<file path="config.mk">
export PLATFORM = sky130hd
export DESIGN_NAME = fpu_wb_arbiter
export DESIGN_NICKNAME = d
export VERILOG_FILES = /design/src/rtl/fpu_pkg.sv /design/src/rtl/fpu_wb_fifo.sv /design/src/rtl/fpu_wb_arbiter.sv
export SDC_FILE = /design/constraint.sdc
export NUM_CORES = 1
export LEC_CHECK = 0
export BUFFER_PORTS_ARGS = -buffer_cell sky130_fd_sc_hd__buf_2
export CELL_PAD_IN_SITES_DETAIL_PLACEMENT = 0
export CELL_PAD_IN_SITES_GLOBAL_PLACEMENT = 1
export CORE_MARGIN = 2
export CORE_UTILIZATION = 26
export CTS_BUF_LIST = sky130_fd_sc_hd__clkbuf_16
export DETAILED_ROUTE_END_ITERATION = 16
export PLACE_DENSITY = 0.58
export SLEW_MARGIN = 20
export SYNTH_ARGS = -nofsm -noshare
export SYNTH_HDL_FRONTEND = slang
export SYNTH_HIERARCHICAL = 1
export SYNTH_SLANG_ARGS = --single-unit
</file>
<file path="constraint.sdc">
create_clock -name clk -period 3.2 [get_ports clk]
set_input_delay 0.64 -clock clk [delete_from_list [all_inputs] [get_ports clk]]
set_output_delay 0.64 -clock clk [all_outputs]
set_load 0.01 [all_outputs]
</file>
<file path="src/rtl/fpu_pkg.sv">
// Shared types and constants for the FP writeback path.
package fpu_pkg;
  localparam int FPU_FLEN = 64;
  localparam int NFREG    = 32;

  typedef struct packed {
    logic [4:0]          rd;
    logic [FPU_FLEN-1:0] res;
  } fwb_entry_t;

  function automatic logic [NFREG-1:0] rd_bit(input logic [4:0] rd);
    rd_bit     = '0;
    rd_bit[rd] = 1'b1;
  endfunction
endpackage

</file>
<file path="src/rtl/fpu_wb_fifo.sv">
// Circular buffer of queued div/sqrt results; each slot carries a valid bit so
// entries overwritten by a younger pipeline write can be killed in place.
module fpu_wb_fifo #(
  parameter int FLEN  = 64,
  parameter int DEPTH = 2
) (
  input  logic                 clk,
  input  logic                 reset_n,
  input  logic                 push,
  input  logic [4:0]           push_rd,
  input  logic [FLEN-1:0]      push_res,
  input  logic                 pop,
  input  logic                 squash_en,
  input  logic [4:0]           squash_rd,
  output logic [4:0]           head_rd,
  output logic [FLEN-1:0]      head_res,
  output logic                 head_vld,
  output logic                 full,
  output logic                 empty,
  output logic [5*DEPTH-1:0]   ent_rd,
  output logic [DEPTH-1:0]     ent_vld
);
  localparam int PW = $clog2(DEPTH);
  localparam logic [PW:0] FULL_CNT = DEPTH[PW:0];

  logic [4:0]      rd_q  [DEPTH];
  logic [FLEN-1:0] res_q [DEPTH];
  logic [DEPTH-1:0] vld_q;
  logic [PW-1:0]   wr_ptr, rd_ptr;
  logic [PW:0]     count;
  logic            do_push, do_pop;

  assign full    = (count == FULL_CNT);
  assign empty   = (count == '0);
  assign do_push = push & ~full;
  assign do_pop  = pop & ~empty;

  assign head_rd  = rd_q[rd_ptr];
  assign head_res = res_q[rd_ptr];
  assign head_vld = vld_q[rd_ptr];
  assign ent_vld  = vld_q;

  always_comb begin
    ent_rd = '0;
    for (int i = 0; i < DEPTH; i++) ent_rd[5*i +: 5] = rd_q[i];
  end

  always_ff @(posedge clk or negedge reset_n) begin
    if (!reset_n) begin
      vld_q  <= '0;
      wr_ptr <= '0;
      rd_ptr <= '0;
      count  <= '0;
      for (int i = 0; i < DEPTH; i++) begin
        rd_q[i]  <= '0;
        res_q[i] <= '0;
      end
    end else begin
      // Kill older queued writes to the same register; the slot stays occupied.
      for (int i = 0; i < DEPTH; i++)
        if (squash_en && vld_q[i] && rd_q[i] == squash_rd) vld_q[i] <= 1'b0;
      if (do_pop) begin
        vld_q[rd_ptr] <= 1'b0;
        rd_ptr        <= rd_ptr + 1'b1;
      end
      if (do_push) begin
        rd_q[wr_ptr]  <= push_rd;
        res_q[wr_ptr] <= push_res;
        vld_q[wr_ptr] <= 1'b1;
        wr_ptr        <= wr_ptr + 1'b1;
      end
      case ({do_push, do_pop})
        2'b10:   count <= count + 1'b1;
        2'b01:   count <= count - 1'b1;
        default: count <= count;
      endcase
    end
  end
endmodule

</file>
<file path="src/rtl/fpu_wb_arbiter.sv">
// Merges pipeline writeback and div/sqrt results onto the FP regfile write port.
// Pipeline wins; div results bypass when idle or queue until the port frees up.
module fpu_wb_arbiter
  import fpu_pkg::*;
#(
  parameter int FLEN  = 64,
  parameter int DEPTH = 2
) (
  input  logic             clk,
  input  logic             reset_n,
  input  logic             PipeWe,
  input  logic [4:0]       PipeRd,
  input  logic [FLEN-1:0]  PipeRes,
  input  logic             DivValid,
  input  logic [4:0]       DivRd,
  input  logic [FLEN-1:0]  DivRes,
  output logic             DivReady,
  output logic             WbWe,
  output logic [4:0]       WbAdr,
  output logic [FLEN-1:0]  WbData,
  output logic [31:0]      PendMask,
  output logic             Squash
);
  // Handshake: a div result transfers on a cycle with DivValid & DivReady; DivReady
  // depends only on queue occupancy. The pipeline side has no backpressure.
  logic [4:0]         head_rd;
  logic [FLEN-1:0]    head_res;
  logic               head_vld, fifo_full, fifo_empty;
  logic [5*DEPTH-1:0] ent_rd;
  logic [DEPTH-1:0]   ent_vld;
  logic               bypass, push, pop;

  assign DivReady = ~fifo_full;
  assign bypass   = ~PipeWe & fifo_empty & DivValid;
  assign pop      = ~PipeWe & ~fifo_empty;
  assign push     = DivValid & ~fifo_full & ~bypass;

  fpu_wb_fifo #(.FLEN(FLEN), .DEPTH(DEPTH)) u_fifo (
    .clk       (clk),
    .reset_n   (reset_n),
    .push      (push),
    .push_rd   (DivRd),
    .push_res  (DivRes),
    .pop       (pop),
    .squash_en (PipeWe),
    .squash_rd (PipeRd),
    .head_rd   (head_rd),
    .head_res  (head_res),
    .head_vld  (head_vld),
    .full      (fifo_full),
    .empty     (fifo_empty),
    .ent_rd    (ent_rd),
    .ent_vld   (ent_vld)
  );

  // Regfile samples on negedge, so this mux uses only state and inputs.
  always_comb begin
    WbWe   = 1'b0;
    WbAdr  = '0;
    WbData = '0;
    if (reset_n) begin
      if (PipeWe) begin
        WbWe   = 1'b1;
        WbAdr  = PipeRd;
        WbData = PipeRes;
      end else if (!fifo_empty) begin
        if (head_vld) begin
          WbWe   = 1'b1;
          WbAdr  = head_rd;
          WbData = head_res;
        end
      end else if (DivValid) begin
        WbWe   = 1'b1;
        WbAdr  = DivRd;
        WbData = DivRes;
      end
    end
  end

  always_comb begin
    PendMask = '0;
    Squash   = 1'b0;
    for (int i = 0; i < DEPTH; i++) begin
      if (ent_vld[i]) begin
        PendMask = PendMask | rd_bit(ent_rd[5*i +: 5]);
        if (PipeWe && ent_rd[5*i +: 5] == PipeRd) Squash = 1'b1;
      end
    end
  end
endmodule

</file>
### Word level (Yosys, flattened, before mapping)

Index checks and enable logic that the tools add are counted.

| word-level totals | value |
|---|---|
| flip-flop bits (word level) | 144 |
| input port bits | 142 |
| output and inout port bits | 104 |
| logic and storage cells | 106 |

| cells by class | value |
|---|---|
| add/subtract/negate cells | 4 |
| $lt $le $gt $ge | 11 |
| eq/ne operators | 5 |
| mux-type cells | 48 |
| bitwise gates (word level) | 17 |
| reductions and logical operators | 13 |

Operators by type and width:

| operator | number |
|---|---|
| $mux 64 | 9 |
| $bwmux 128 | 1 |
| $demux 64 s1 | 1 |
| $mux 32 | 2 |
| $mux 5 | 9 |
| $or 32x32->32 | 1 |
| $mux 1 | 17 |
| $lt 5x6->1 const B | 2 |
| $logic_and 1x1->1 | 11 |
| $bwmux 10 | 1 |
| $demux 1 s5 | 2 |
| $eq 5x5->1 | 2 |
| $ge 5x1->1 const B | 2 |
| $and 1x1->1 | 7 |
| $demux 5 s1 | 1 |
| $eq 2x2->1 const B | 2 |
| $ge 2x2->1 const B | 2 |
| $lt 1x2->1 const B | 2 |
| $mux 2 | 2 |
| $not 1->1 | 4 |
| $not 1->2 | 2 |
| $pmux 2 s2 | 1 |
| $add 1x1->1 const B | 2 |
| $add 2x1->2 const B | 1 |
| other kinds (10) | 12 |

### Logic depth before layout (Yosys ltp)

Gate-level depths: netlist (run 1).

| logic depth | value |
|---|---|
| depth in word-level cells | 9 |
| depth in mapped cells | 9 |
| depth with buffers taken out | 8 |

### Cells and area by module

The synthesis (run 1) kept the hierarchy.

Modules (own cells, without submodules):

| module | times used | cells an instance | area each (µm²) | seq. area each (µm²) |
|---|---|---|---|---|
| fpu_wb_fifo | 1 | 408 | 6750.2 | 3603.5 |
| fpu_wb_arbiter | 1 | 335 | 2132.0 | 0.0 |

### Worst setup path before layout (run 1)

OpenSTA, ideal clock, no wires.

| timing | value |
|---|---|
| kind | flip-flop to output port |
| start | register u_fifo.rd_ptr |
| end | output WbData[12] |
| data arrival time | 1929 ps |
| data required time | 2560 ps |
| path slack | 631 ps |
| cell stages (with the launch flop) | 9 |
| buffers on the path | 4 |
| cell sequence | dfrtp_1 clkbuf_1 buf_2 mux2_2 nor2b_1 buf_4 buf_6 a221oi_1 nor2_1 |

| between the ends | value |
|---|---|
| elaborated cells on any way between the ends | 10 |
| classes of those cells | mux: 9; bitwise: 1 |

RTL lines:

| item | RTL line | source |
|---|---|---|
| start: declaration | fpu_wb_fifo.sv:29 | `logic [PW-1:0] wr_ptr, rd_ptr;` |
| start signal: assignment | fpu_wb_fifo.sv:64 | `rd_ptr <= rd_ptr + 1'b1;` |
| $mux 1 (implied by the code) (2 in a row) | fpu_wb_fifo.sv:40 | `assign head_vld = vld_q[rd_ptr];` |
| named net head_vld | fpu_wb_arbiter.sv:28 | `logic head_vld, fifo_full, fifo_empty;` |
| $mux 64 | fpu_wb_arbiter.sv:67 | `if (head_vld) begin` |
| $mux 64 | fpu_wb_arbiter.sv:66 | `end else if (!fifo_empty) begin` |
| $mux 64 | fpu_wb_arbiter.sv:62 | `if (PipeWe) begin` |
| $mux 64 | fpu_wb_arbiter.sv:61 | `if (reset_n) begin` |
| end: declaration | fpu_wb_arbiter.sv:20 | `output logic [FLEN-1:0] WbData,` |

The timed path passes the listed nets, and every way through them passes these cells. The select of a mux whose other input is x is not followed.

### Worst setup path in the final report (run 1)

| timing | value |
|---|---|
| start | register u_fifo.rd_ptr |
| end | output WbData[33] |

| between the ends | value |
|---|---|
| cells in the longest elaborated chain, start to end | 8 |
| elaborated cells on any way between the ends | 10 |
| classes of those cells | mux: 9; bitwise: 1 |

Ends and longest elaborated chain:

| item | RTL line | source |
|---|---|---|
| $not 1->2 (implied by the code) | fpu_wb_fifo.sv:39 | `assign head_res = res_q[rd_ptr];` |
| $mux 64 (implied by the code) (3 in a row) | fpu_wb_fifo.sv:39 |  |
| named net head_res[33] | fpu_wb_arbiter.sv:27 | `logic [FLEN-1:0] head_res;` |
| $mux 64 | fpu_wb_arbiter.sv:67 |  |
| $mux 64 | fpu_wb_arbiter.sv:66 |  |
| $mux 64 | fpu_wb_arbiter.sv:62 |  |
| $mux 64 | fpu_wb_arbiter.sv:61 |  |

The timed path passes the listed nets, and every way through them passes these cells. The select of a mux whose other input is x is not followed.

==> reports/qor.csv, run 1 <==
metric,value,unit
outcome,"finished, final reports clean",
met2_usage,0.231,
fin_worst_skew,9.87,ps
clock_latency,420,ps
p_leak,4.88,nW
drt_iter0_drc,292,
cts_buffer_depth,2,
crit_arrival,2340,ps
synth.most_common_cell,dfrtp_1,
ir_drop,0.526,mV
r2r_cells,7,
crit_end,WbData[33],
grt_pass1_vias,7038,
cts_setup_buffers,0,
critical_path_class,flip-flop to output port,
fp-row-count,67,
io_buffers,245,
power.total,10.8,mW
cp.buffers_inverters,2,
powerDensity,987,mW/mm2
seq_power_share,0.316,
critPathRequiredTime,2560,ps
core,0.0336,mm2
design.portCount,246,
yosysSeqAreaShare,0.406,
power_report.internal_total,7.02,mW
antenna_found_initial,2,
max_slew_margin,0.546,
wl,24700,um
htreeDepth,4,
fin_cells,1419,
path_max_fanout,72,
layout-drive-gt1-share,0.538,
nets,1099,
synth-edff-count,0,
pwr-share-comb,0.491,
finalMaxSlewViolations,0,
start_kind,flip-flop,
ctsHoldBuffers,0,
die_x,189,um
synth_area_leaders,"dfrtp_1, mux2_2, mux2_4",
max_stage_delay,440,ps
cpLargestDelayFamily,buffers and inverters,
drt_pre_antenna_iters,4,
ys_ff_latch,144,
vias,6747,
p_clk_frac,0.193,
startpoint,u_fifo/rd_ptr,
grt_max_degree,103,
dp_hpwl,16100,um
final.min_clock_period,2980,ps
syn_to_final_growth,23.6,%
yosys_warnings,6,
syn_area,0.00888,mm2
hold_path.class,input port to async pin,
tightestPinTransition,681,ps
crit_cells,5,
ctsResizeCount,0,
cts.sinks,144,
slowest_stage,a221oi_1,
yosys-top-cells-count,"dfrtp_1, mux2_2, nor2_1",
async_flop_share,1.00,
gr-usage-met3,0.0300,
whs,247,ps
synth_ff_type,dfrtp_1,
fp.dieH,189,um
path_cells,buf_12 -> mux2_2 -> a221oi_1 -> nor2_1 -> buf_2,
overflow,0,
endpoint_kind,output port,
fin_crit_sh,0.931,
ant_nets,0,
grt_pass1_wl,39800,um
worst-r2r-setup-slack,880,ps
grt_use_met1,0.187,
max_cap_violations,0,
wl_per_cell,17.4,um
setup_tns,0,ps
syn_avg_cell_area,12.0,um2
dieArea,0.0357,mm2
initial_core_util,0.264,
clkSlewWorstSetupHoldPaths,60,ps
fmax,336,MHz
r2r-start,u_fifo/count[1],
vias_per_cell,4.75,
yosysTopAreaCell,dfrtp_1,
synth_top_area_frac,0.406,
netSwitchingFraction,0.352,
synth.distinct_cells,36,
grt_busiest_layer,met2,
cts_tree,done,
power.net_switching,3.81,mW
synthCells,743,
dp_cells,1385,
cts-root-buf,clkbuf_16,
gp_congestion,0.757,
grt_use_total,0.140,
rsz0062_at_grt,no,
cts_buffers,17,
hold_viol,0,
syn_nets,886,
reg2reg_to,u_fifo/res_q[101],
fill_cells,3480,
drc,0,
setup_violations,0,
placed cells by master (no fill, tap or decap), drive strengths merged, types with 2 or more instances in the layout:
| cell type | instances |
|---|---|
| buf | 262 |
| dfrtp | 144 |
| mux2 | 208 |
| clkinvlp | 2 |
| nand4 | 2 |
| a221oi | 69 |
| clkinv | 6 |
| xor2 | 9 |
| or3b | 5 |
| nor4 | 2 |
| nand3 | 7 |
| nand3b | 10 |
| nor2 | 76 |
| or3 | 2 |
| bufinv | 4 |
| nand2 | 5 |
| clkbuf | 18 |
| inv | 8 |
| diode | 2 |
| o22ai | 33 |
| o21ai | 71 |
| xnor2 | 16 |
metal layers:
| layer | up-vias | share of wire | routed length (um) |
|---|---|---|---|
| li1 | 3224 | - | - |
| met5 | - | 0.00053 | 13 |
| met3 | 13 | 0.046 | 1150 |
| met1 | 3336 | 0.47 | 11700 |
| met4 | 2 | 0.0084 | 209 |
| met2 | 172 | 0.47 | 11600 |
cells by family after synthesis:
logic type | synth area share
xor gates and xnor gates | 0.0247
adders and majority gates | 0.00141
AOI/OAI and AO/OA | 0.145
buffers and inverters | 0.0666
muxes | 0.293
DFF | 0.406
and+or+nand+nor | 0.0634
through the flow:
step,utilization,setup slack (ps),cell area [um2]
after floorplan,-,631,8880
after global routing,0.326,18.0,11000
after detailed placement,0.309,589,10400
after global placement,0.308,183,10300
after CTS,0.326,147,11000
final,0.327,220,11000
power by group through the flow:
stage | combinational, mW | sequential (mW) | clock, mW
after global placement | 5.26 | 3.41 | 0
final | 5.32 | 3.43 | 2.09
after global routing | 5.79 | 3.56 | 2.24
after detailed placement | 5.39 | 3.43 | 0
after CTS | 5.39 | 3.42 | 2.16
after floorplan | 4.49 | 3.19 | 0
flip-flops by register name, summed over array words and instances, names as in the netlist:
name / count
u_fifo/rd_ptr: 1
u_fifo/res_q: 128
u_fifo/ent_vld: 2
u_fifo/count: 2
u_fifo/ent_rd: 10
u_fifo/wr_ptr: 1
worst min path at each step:
stage	start	to	cells past startpoint
2_1_floorplan	reset_n	u_fifo/count[0]	0
3_3_place_gp	u_fifo/res_q[92]	u_fifo/res_q[92]	1
3_5_place_dp	u_fifo/res_q[44]	u_fifo/res_q[44]	1
4_1_cts	reset_n	u_fifo/res_q[116]	1
5_1_grt	reset_n	u_fifo/res_q[116]	1
6_report	reset_n	u_fifo/res_q[116]	1
area by class of cell:
| cell class | count | area, um2 | area share |
|---|---|---|---|
| antenna | 2 | 5.00 | 0.000456 |
| clock buffer | 17 | 425 | 0.0387 |
| clock inverter | 15 | 175 | 0.0160 |
| tap | 448 | 561 | 0.0510 |
| multi-input combinational | 525 | 4700 | 0.428 |
| timing repair buffer | 263 | 1490 | 0.136 |
| inverter | 5 | 18.8 | 0.00171 |
| sequential | 144 | 3610 | 0.329 |
worst reg2reg max path: stages (launching register included):
cell and delay, ps:
dfrtp_1 440, nor2_1 120, buf_4 160, a211oi_1 400, nand2_4 140, nor2_8 120, buf_12 390, mux2_2 430
Note: power is estimated with default switching activity, not from simulation.
==> inputs of run 2 (changes only) <==
- CORE_UTILIZATION: 26 -> 30
- PLACE_DENSITY: 0.58 -> 0.65
==> reports/qor.csv, run 2 (synthesized netlist as in run 1, its figures left out) <==
metric,value,unit,change
outcome,"finished, final reports clean",,
dp_hpwl,16000,um,-0.55%
place_ws,309,ps,-280 ps
tightestPinTransition,782,ps,+101 ps
io_buffers,245,,unchanged
fin_util,0.374,,+0.0478
dieArea,0.0310,mm2,-13%
setup_slack,290,ps,+70.0 ps
layout_commonest_cell,buf_2,,
path_cells,mux2_2 -> nor2b_4 -> buf_4 -> a221oi_1 -> nor2_1 -> buf_2,,
fin_worst_skew,8.53,ps,-1.34 ps
fp-row-count,62,,-7.5%
finalMaxSlewViolations,0,,unchanged
hold_path.class,input port to async pin,,
grt_pass1_vias,7132,,+1.3%
initial_core_util,0.307,,+0.0427
largest_reg_flops,128,,unchanged
vias,6888,,+2.1%
ctsHoldBuffers,0,,unchanged
wl_per_cell,17.6,um,+0.99%
die_x,176,um,-6.8%
antenna_found_initial,1,,-1
grt_pass1_wl,39600,um,-0.50%
final_cell_mix,"buf_2, dfrtp_1, mux2_2",,
fin_crit_sh,0.909,,-0.0219
grt_max_degree,73,,-29%
layout-drive-gt1-share,0.547,,+0.00946
cts_buffer_depth,2,,unchanged
max_cap_violations,0,,unchanged
hold_viol,0,,unchanged
slowest_stage,dfrtp_4,,
setup_violations,0,,unchanged
crit_arrival,2270,ps,-70 ps
p_leak,4.86,nW,-0.38%
overflow,0,,unchanged
cts_tree,done,,
core,0.0289,mm2,-14%
power.total,10.6,mW,-2.4%
cts_buffers,17,,unchanged
fp.dieH,176,um,-6.8%
clkSlewWorstSetupHoldPaths,70,ps,about the same
cts.sinks,144,,unchanged
top_register,u_fifo/res_q,,
gp_congestion,0.779,,+3.0%
max_slew_margin,0.479,,-0.0674
wl,23900,um,-3.2%
drt_pre_antenna_iters,4,,unchanged
fmax,344,MHz,+2.4%
drc,0,,unchanged
r2r-start,u_fifo/count[0],,
endpoint_kind,output port,,
ir_drop,0.541,mV,+2.8%
grt_use_total,0.159,,+0.0185
clock_latency,410,ps,about the same
drt_iter0_drc,402,,+38%
n_antenna_cell,0,,-2
syn_to_final_growth,22.0,%,
final.min_clock_period,2910,ps,-70.0 ps
startpoint,u_fifo/rd_ptr,,
max_stage_delay,490,ps,+50 ps
start_kind,flip-flop,,
vias_per_cell,5.06,,+6.5%
htreeDepth,4,,unchanged
critical_path_class,flip-flop to output port,,
design.portCount,246,,unchanged
powerDensity,976,mW/mm2,-1.1%
path_max_fanout,25,,-65%
cts-root-buf,clkbuf_16,,
ant_nets,0,,unchanged
setup_tns,0,ps,unchanged
critPathRequiredTime,2560,ps,about the same
nets,1106,,+0.64%
rsz0062_at_grt,no,,
-- run 2: final cells by class --
class / instances / area, um2
Timing Repair Buffer: 269 / 1470
Sequential cell: 144 / 3610
Tap cell: 384 / 480
Fill cell: 2914 / 18100
Multi-Input combinational cell: 526 / 4710
Clock inverter: 15 / 126
Inverter: 5 / 18.8
Clock buffer: 17 / 425
-- run 2: through the flow --
stage          instance area, um2  hold WS (ps)  std cells
2_1_floorplan                8880           344        743
3_3_place_gp                10300           485       1325
3_5_place_dp                10300           488       1325
4_1_cts                     10800           160       1358
5_1_grt                     10800           198       1360
6_report                    10800           198       1360
-- run 2: final timing paths --
check	to	slack, ps	cells past startpoint
max	WbData[35]	290	6
min	u_fifo/res_q[11]	200	1
max reg2reg	u_fifo/res_q[80]	830	7
min reg2reg	u_fifo/res_q[82]	500	1
max in group asynchronous	u_fifo/res_q[18]	1710	3
min in group clk	u_fifo/res_q[53]	480	2
-- run 2: critical path: cells and delay by family (launching register included) --
kind	cells	cell delay [ps]
buffers and inverters	2	390
and+or+nand+nor	2	240
muxes	1	310
DFF	1	490
AOI/OAI and AO/OA	1	420
-- run 2: repair_timing --
| item | CTS | global route |
|---|---|---|
| setup buffers | 0 | 2 |
| resized for setup | 0 | 2 |
| endpoints found under the hold margin | 0 | 0 |
| gates cloned | 1 | 0 |
| endpoints found under the setup margin | 49 | 36 |
-- run 2: power breakdown --
group	internal, mW	switching (mW)	total (mW)	leakage (nW)
Combinational	2.91	2.34	5.25	2.89
Clock	1.02	0.862	1.88	0.266
Sequential	2.78	0.667	3.44	1.70
-- run 2: metal layers --
metal / vias up / wire length, um / track usage
met2: 217 / 11300 / 0.262
li1: 3232 / - / -
met5: - / 13 / 0
met4: 2 / 209 / 0.0341
met1: 3424 / 11300 / 0.215
met3: 13 / 1150 / 0.0325
